<file path="src/rtl/cpu_pkg.sv">
// cpu_pkg: constants and types shared by the instruction-fetch stage.
//   NOP_INSTR     : all-zero bubble (sll $0,$0,0); downstream control decodes it to no writes
//   PC_INC        : sequential PC step
//   fetch_state_t : fetch FSM states
package cpu_pkg;

    localparam logic [31:0] NOP_INSTR = 32'h0000_0000;
    localparam logic [31:0] PC_INC    = 32'd4;

    typedef enum logic {
        RUN    = 1'b0,
        HALTED = 1'b1
    } fetch_state_t;

endpackage

</file>
<file path="src/rtl/pc_counter.sv">
// pc_counter: program-counter register with hold / load / increment.
//   clk, rst_n : clock, asynchronous active-low reset (PC -> PC_RESET)
//   i_load     : load i_load_pc (word aligned) this edge; wins over i_inc
//   i_load_pc  : load target, bits [1:0] are dropped
//   i_inc      : advance PC by PC_INC (wraps modulo 2^32)
//   o_pc       : current PC
// With neither i_load nor i_inc the PC holds.
module pc_counter
    import cpu_pkg::*;
#(
    parameter logic [31:0] PC_RESET = 32'h0000_0000
) (
    input  logic        clk,
    input  logic        rst_n,
    input  logic        i_load,
    input  logic [31:0] i_load_pc,
    input  logic        i_inc,
    output logic [31:0] o_pc
);

    logic [31:0] r_pc;

    always_ff @(posedge clk or negedge rst_n) begin
        if (!rst_n)
            r_pc <= PC_RESET;
        else if (i_load)
            r_pc <= i_load_pc & ~32'h0000_0003;
        else if (i_inc)
            r_pc <= r_pc + PC_INC;
    end

    assign o_pc = r_pc;

endmodule

</file>
<file path="src/rtl/if_stage.sv">
// if_stage: instruction-fetch stage and IF/ID pipeline register.
//   clk, rst_n         : clock, asynchronous active-low reset
//   imem_addr          : word address into the combinational instruction ROM (pc[IMEM_AW+1:2])
//   imem_rdata         : instruction at imem_addr, same cycle
//   stall              : load-use hazard, hold PC and IF/ID
//   redirect_valid/_pc : taken branch/jump from EX; flushes IF/ID and loads the PC
//   halt_ex            : syscall halt from EX; freezes fetch (HALTED)
//   resume             : leave HALTED and continue from the frozen PC
//   pc_if_id           : PC+4 of the fetched instruction
//   instruction_if_id  : fetched instruction (NOP bubble on flush/halt)
//   halted             : high while HALTED
//   fetch_count        : delivered instructions   (FETCH_PERF_CNT_EN, else 0)
//   stall_count        : stalled RUN cycles       (FETCH_PERF_CNT_EN, else 0)
// Optional feature macro: FETCH_PERF_CNT_EN enables the two performance counters.
module if_stage
    import cpu_pkg::*;
#(
    parameter logic [31:0] PC_RESET = 32'h0000_0000,
    parameter int          IMEM_AW  = 10
) (
    input  logic               clk,
    input  logic               rst_n,
    output logic [IMEM_AW-1:0] imem_addr,
    input  logic [31:0]        imem_rdata,
    input  logic               stall,
    input  logic               redirect_valid,
    input  logic [31:0]        redirect_pc,
    input  logic               halt_ex,
    input  logic               resume,
    output logic [31:0]        pc_if_id,
    output logic [31:0]        instruction_if_id,
    output logic               halted,
    output logic [31:0]        fetch_count,
    output logic [31:0]        stall_count
);

    fetch_state_t r_state;
    logic         r_halted;
    logic [31:0]  r_pc_if_id;
    logic [31:0]  r_instr_if_id;

    logic [31:0]  w_pc;
    logic [31:0]  w_pc_plus4;
    logic         w_run;
    logic         w_redirect;
    logic         w_normal;
    logic         w_stalled;

    // Priority in RUN: halt_ex > redirect_valid > stall > normal; HALTED ignores all but resume.
    assign w_run      = (r_state == RUN);
    assign w_redirect = w_run && !halt_ex && redirect_valid;
    assign w_normal   = w_run && !halt_ex && !redirect_valid && !stall;
    assign w_stalled  = w_run && !halt_ex && !redirect_valid && stall;
    assign w_pc_plus4 = w_pc + PC_INC;

    pc_counter #(
        .PC_RESET (PC_RESET)
    ) u_pc (
        .clk       (clk),
        .rst_n     (rst_n),
        .i_load    (w_redirect),
        .i_load_pc (redirect_pc),
        .i_inc     (w_normal),
        .o_pc      (w_pc)
    );

    assign imem_addr = w_pc[IMEM_AW+1:2];

    // FSM and IF/ID register together so halted and the bubble change on the same edge.
    always_ff @(posedge clk or negedge rst_n) begin
        if (!rst_n) begin
            r_state       <= RUN;
            r_halted      <= 1'b0;
            r_pc_if_id    <= 32'h0;
            r_instr_if_id <= NOP_INSTR;
        end else begin
            case (r_state)
                RUN: begin
                    if (halt_ex) begin
                        r_state       <= HALTED;
                        r_halted      <= 1'b1;
                        r_pc_if_id    <= 32'h0;
                        r_instr_if_id <= NOP_INSTR;
                    end else if (redirect_valid) begin
                        r_pc_if_id    <= 32'h0;
                        r_instr_if_id <= NOP_INSTR;
                    end else if (!stall) begin
                        r_pc_if_id    <= w_pc_plus4;
                        r_instr_if_id <= imem_rdata;
                    end
                end
                HALTED: begin
                    r_pc_if_id    <= 32'h0;
                    r_instr_if_id <= NOP_INSTR;
                    // A fresh halt in the same cycle as resume keeps us halted.
                    if (resume && !halt_ex) begin
                        r_state  <= RUN;
                        r_halted <= 1'b0;
                    end
                end
                default: begin
                    r_state  <= RUN;
                    r_halted <= 1'b0;
                end
            endcase
        end
    end

    assign pc_if_id          = r_pc_if_id;
    assign instruction_if_id = r_instr_if_id;
    assign halted            = r_halted;

`ifdef FETCH_PERF_CNT_EN
    logic [31:0] r_fetch_count;
    logic [31:0] r_stall_count;

    always_ff @(posedge clk or negedge rst_n) begin
        if (!rst_n) begin
            r_fetch_count <= 32'h0;
            r_stall_count <= 32'h0;
        end else begin
            if (w_normal)  r_fetch_count <= r_fetch_count + 32'd1;
            if (w_stalled) r_stall_count <= r_stall_count + 32'd1;
        end
    end

    assign fetch_count = r_fetch_count;
    assign stall_count = r_stall_count;
`else
    logic w_unused_stalled;
    assign w_unused_stalled = w_stalled;
    assign fetch_count      = 32'h0;
    assign stall_count      = 32'h0;
`endif

endmodule
</file>
<file path="config.mk">
export PLATFORM = sky130hd
export DESIGN_NAME = if_stage
export DESIGN_NICKNAME = d
export VERILOG_FILES = /design/src/rtl/cpu_pkg.sv /design/src/rtl/pc_counter.sv /design/src/rtl/if_stage.sv
export SDC_FILE = /design/constraint.sdc
export NUM_CORES = 1
export LEC_CHECK = 0
export BUFFER_PORTS_ARGS = -buffer_cell sky130_fd_sc_hd__buf_4
export CAP_MARGIN = 30
export CORE_MARGIN = 3
export CORE_UTILIZATION = 50
export DETAILED_ROUTE_END_ITERATION = 8
export PLACE_DENSITY = 0.88
export SLEW_MARGIN = 10
export SYNTH_ARGS = -nofsm -noshare
export SYNTH_HDL_FRONTEND = slang
export SYNTH_SLANG_ARGS = --single-unit
</file>
<file path="constraint.sdc">
create_clock -name clk -period 3 [get_ports clk]
set_clock_uncertainty 0.05 [all_clocks]
set_input_delay 0.6 -clock clk [delete_from_list [all_inputs] [get_ports clk]]
set_output_delay 0.6 -clock clk [all_outputs]
set_load 0.01 [all_outputs]
</file>
# ---- Word level (Yosys, flattened, before mapping)
# Cells that the tools add are included.
dict set report totals {
  register_bits 98
  output_inout_bits 139
  word_cells 36
}
dict set report op_classes {
  addsub 1
  n_eq_ne 3
  n_mux 16
  n_bitwise 1
  n_reduce_logical 10
}
# operator count
set op_table {}
lappend op_table {{2-to-1 mux 32 bit} 8}
lappend op_table {{case mux 32 bit (2 select lines)} 2}
lappend op_table {{adder 32 x 3 -> 32 bit (second input constant)} 1}
lappend op_table {{logical AND 1 bit} 5}
lappend op_table {{2-to-1 mux 1 bit} 4}
lappend op_table {{!= test 4 bit (second input constant)} 1}
lappend op_table {{case mux 1 bit (2 select lines)} 2}
lappend op_table {{zero test 1 bit} 3}
lappend op_table {{!= test 2 x 1 -> 1 bit (second input constant)} 1}
lappend op_table {{!= test 2 bit (second input constant)} 1}
lappend op_table {{AND reduction 2 bit} 1}
lappend op_table {{nonzero test 2 bit} 1}
lappend op_table {{NOT 1 bit} 1}

# ---- Depth between registers and ports, before layout
dict set report depth {
  depth_word 6
  mapped_depth 7
}

# ---- Hierarchy
# From an unflattened synthesis, not the netlist that was laid out.
dict set report unflattened {
  cells_unflattened 533
  hier_area_um2 5223.8
}
# module instances cells_per_inst area_each_um2 seq_area_each_um2
set modules_own_cells {}
lappend modules_own_cells {if_stage 1 341 3494.6 1651.6}
lappend modules_own_cells {pc_counter 1 192 1729.2 750.7}

# ---- Least setup slack after synthesis
# OpenSTA, ideal clock, no wires.
dict set report synth_timing {
  path_kind {input -> register}
  startpoint {input halt_ex}
  endpoint {register u_pc.r_pc[12], in the netlist u_pc.o_pc[12]}
  arrival_ps 1795
  t_required_ps 2824
  setup_slack_ps 1029
  cell_stages 5
  n_path_buf 1
  cell_sequence {or4_1 buf_4 nand2_1 o21ai_0 a221o_2}
}
dict set report synth_via {
  elab_chain_len 5
  elab_cells_between_ends 7
  classes_between {mux: 1; reduce/logical: 6}
}
# item line
set synth_lines {}
lappend synth_lines {{from (decl)} if_stage.sv:28} ;# input logic halt_ex,
lappend synth_lines {{zero test 1 bit (*)} {if_stage.sv:51, if_stage.sv:52}}
lappend synth_lines {{logical AND 1 bit (*)} -}
lappend synth_lines {{logical AND 1 bit} -}
lappend synth_lines {{logical AND 1 bit} if_stage.sv:52} ;# assign w_normal = w_run && !halt_ex && !redirect_valid && !stall;
lappend synth_lines {{nonzero test 2 bit (no source line)} -}
lappend synth_lines {{to (signal assigned)} pc_counter.sv:27} ;# r_pc <= i_load_pc & ~32'h0000_0003;
lappend synth_lines {{to (signal assigned)} pc_counter.sv:29} ;# r_pc <= r_pc + PC_INC;
lappend synth_lines {{to (decl)} pc_counter.sv:21} ;# logic [31:0] r_pc;
# Every way passes the cells marked *; elsewhere a longest branch is shown, timed or not.
# A chain may end at the register's enable or synchronous reset.

# ---- Final worst setup path
dict set report layout_timing {
  startpoint {register u_pc.r_pc[2], in the netlist u_pc.o_pc[2]}
  endpoint {register u_pc.r_pc[30], in the netlist u_pc.o_pc[30]}
}
dict set report layout_via {
  elab_chain_len 3
}
# item line
set layout_lines {}
lappend layout_lines {{adder 32 x 3 -> 32 bit} pc_counter.sv:29}
lappend layout_lines {{2-to-1 mux 32 bit} pc_counter.sv:28} ;# else if (i_inc)
lappend layout_lines {{2-to-1 mux 32 bit} pc_counter.sv:26} ;# else if (i_load)
# Every way passes these cells. The select of a mux whose other input is x is not followed.

==> summary.md <==
| Metric | Value |
|---|---|
| Setup violators final | `0` |
| Actual transition at the worst max-transition pin | `0.645 ns` |
| DR vias/cell | `5.38` |
| N_diodes | `0` |
| Final hold vios | `0` |
| TNS Setup | `0 ns` |
| Fill count | `788` |
| Post-Layout Cell Count | `733` |
| Largest cells by area after synthesis | `dfrtp_1 (49%), buf_4 (12%), a22o_1 (7.0%)` |
| Critical path startpoint category | `flop` |
| Post-synthesis sequential area ratio | `0.486` |
| RSZ-0062 raised after global routing | `no` |
| Ys async rst share | `1.00` |
| Min Tclk post-route | `2.37 ns` |
| Final worst slack | `0.634 ns` |
| CTS-repair resized insts | `0` |
| M2 GR Usage | `0.362` |
| Crit path from | `u_pc.o_pc[2]$_DFFE_PN0P_` |
| CTS Buffer Depth | `2` |
| Avg Inst Size Synth | `10.3 um2` |
| Vias in the first global route | `3895` |
| # Post-CTS Setup Buffers | `0` |
| Fin. max-slew vios | `0` |
| Htree depth | `3` |
| Fin util | `0.632` |
| Status | `finished, final reports clean` |
| Post-CTS Hold Fix Bufs | `0` |
| Number of CTS-inserted buffers | `9` |
| CP endpoint kind | `flop` |
| Residual DRC | `0` |
| GRT busiest layer | `met2` |
| CTS root buf | `clkbuf_8` |
| Layout cells sized above 1 | `0.293` |
| Sequential standard cell area | `about 2400 um2` |
| Remaining antenna violation count | `0` |
| Power Total | `2.84 mW` |
| Reg clk slew, reported paths | `0.10 ns` |
| Placed insts | `approximately 700` |
| Pwr dens | `a little under 500 nW/um2` |
| Most frequent cell after synthesis | `dfrtp_1` |
| Routed len/inst | `roughly 16 um` |
| Die area | `11000 um2` |
| Placement Setup Slack | `about 0.68 ns` |
| CTS tree | `built` |
| Multi-input gate area | `2020 um2` |
| HPWL after DPL | `8570 um` |
| Global Route Usage Sum | `0.217` |
| Synth unique cells | `47` |
| FP Rows | `35` |
| Die H | `105 um` |
| FF+latch count, synth | `95` |
| Met1 Track Usage GR | `0.282` |
| Yosys top cell by area | `dfrtp_1` |
| Reg2reg start | `u_pc.o_pc[2]$_DFFE_PN0P_` |
| Largest net degree at the start of global routing | `77` |
| Initial core utilization | `0.522` |
| Max IR drop VDD | `216 uV` |
| CP Max Fanout | `6` |
| Gpl congestion | `roughly 0.82` |
| IO Count | `209` |
| Drt first pass iters | `5` |
| Antenna violations before repair | `0` |
| Nets | `670` |
| Clk_lat worst skew | `between 0.3 and 0.4 ns` |
| Share of the clock period used by the worst path | `0.789` |
| Hold slack | `approximately 0.12 ns` |
| Grt ovf | `0` |
| Lkg Pwr | `2.99 nW` |
| IO buf count | `roughly 140` |
| Via count | `3940` |
| Hold Path Class | `in -> async` |
| Post-synth EDFFs | `0` |
| Core area | `9370 um2` |
| Max Cap Violations | `0` |
| Area grow syn2layout | `20.9%` |
| Critical Path RT | `3.16 ns` |
| Global routing usage on met3 | `0.0426` |
| First-pass GRT wire length | `19500 um` |
| Area of placed instances | `5720 um2` |
| Max_slew headroom | `0.566` |
| Design area | `5920 um2` |
| Max Freq | `423 MHz` |
| Cell Area, Synth | `slightly below 5000 um2` |
| WL final | `approximately 12000 um` |
| Main flop type after synthesis | `dfrtp_1` |
| Share of the synthesized area in the top cell type | `0.486` |
| Yosys warnings | `0` |
| Cells after Synth | `476` |
| Top cells by count, synth | `dfrtp_1 (95), buf_4 (78), nand2_1 (52)` |
| Die X-Extent | `~100 um` |
| Arrival time worst endpoint | `2.53 ns` |
| CP Class | `reg -> reg` |
| 1st-iter DRT viols | `229` |
| Clock sinks | `95` |
## power by group
part	internal [mW]	switching [mW]	leakage (nW)	total [mW]
logic	0.250	0.258	1.63	0.508
clock network	0.332	0.471	0.0901	0.804
registers	1.38	0.147	1.28	1.53
## cells in the final DEF, fill, tap and decap left out, types with 2 or more instances in the layout
cell      count
a21o_1        9
a21oi_1      11
a221o_1       9
a22o_1       39
a22oi_1       6
and2_1        5
and3_1        7
and4_2        2
buf_4       151
clkbuf_8     10
clkinv_4      3
conb_1       64
dfrtp_1      95
inv_1         5
mux2i_1       2
nand2_1      52
nand3_1       6
nand4_1      10
nor2_1       16
nor3_1        8
nor4_1        6
nor4_2        2
o21ai_0      35
o21ai_1       2
o311ai_0      4
xnor2_1      14
xor2_1       10
## registers in the layout (all words and copies together) (netlist names)
name and cells:
u_pc.o_pc 30, pc_if_id 31, halted 1, r_state 1, instruction_if_id 32
## area by class of cell
type	count	share of cell area
inverters	5	0.00317
clock inverters	5	0.00719
flip-flops and latches	95	0.402
multi-input cells	336	0.342
clock buffers	11	0.0239
well taps	129	0.0273
repair buffers	152	0.195
## final timing paths
kind,to,slack [ns],depth (start not counted)
worst max-delay path,u_pc.o_pc[30]$_DFFE_PN0P_,0.63,6
min in group clk,instruction_if_id[28]$_DFFE_PN0P_,0.40,2
worst min register to register,pc_if_id[18]$_DFFE_PN0P_,0.44,1
worst min-delay path,pc_if_id[9]$_DFFE_PN0P_,0.12,1
max in group asynchronous,instruction_if_id[9]$_DFFE_PN0P_,2.19,2
worst max register to register,u_pc.o_pc[30]$_DFFE_PN0P_,0.63,6
## critical path, cell delays in order, from the launching register on
cell and delay, ns:
dfrtp_1 0.45, ha_1 0.29, nand4_1 0.29, nor4_2 0.59, nand3_1 0.20, xnor2_1 0.24
o21ai_0 0.11
## kinds of logic (layout without fill, tap and decap cells)
logic type,count (synthesis),in the layout,synth area share
adders and majority gates,1,1,0.00256
other,1,64,0.000766
buffers and inverters,108,173,0.152
muxes,2,2,0.00409
xor gates and xnor gates,24,24,0.0429
AOI/OAI and AO/OA,121,121,0.178
DFF,95,95,0.486
and+or+nand+nor,124,124,0.133
## metal layers
| metal | wire, um | part of all wire | up-vias |
|---|---|---|---|
| met1 | 4850 | 0.40 | 1914 |
| met2 | 6130 | 0.51 | 209 |
| li1 | - | - | 1795 |
| met5 | 0 | 0 | - |
| met4 | 215 | 0.018 | 0 |
| met3 | 878 | 0.073 | 22 |
Note: power is estimated with default switching activity, not from simulation.
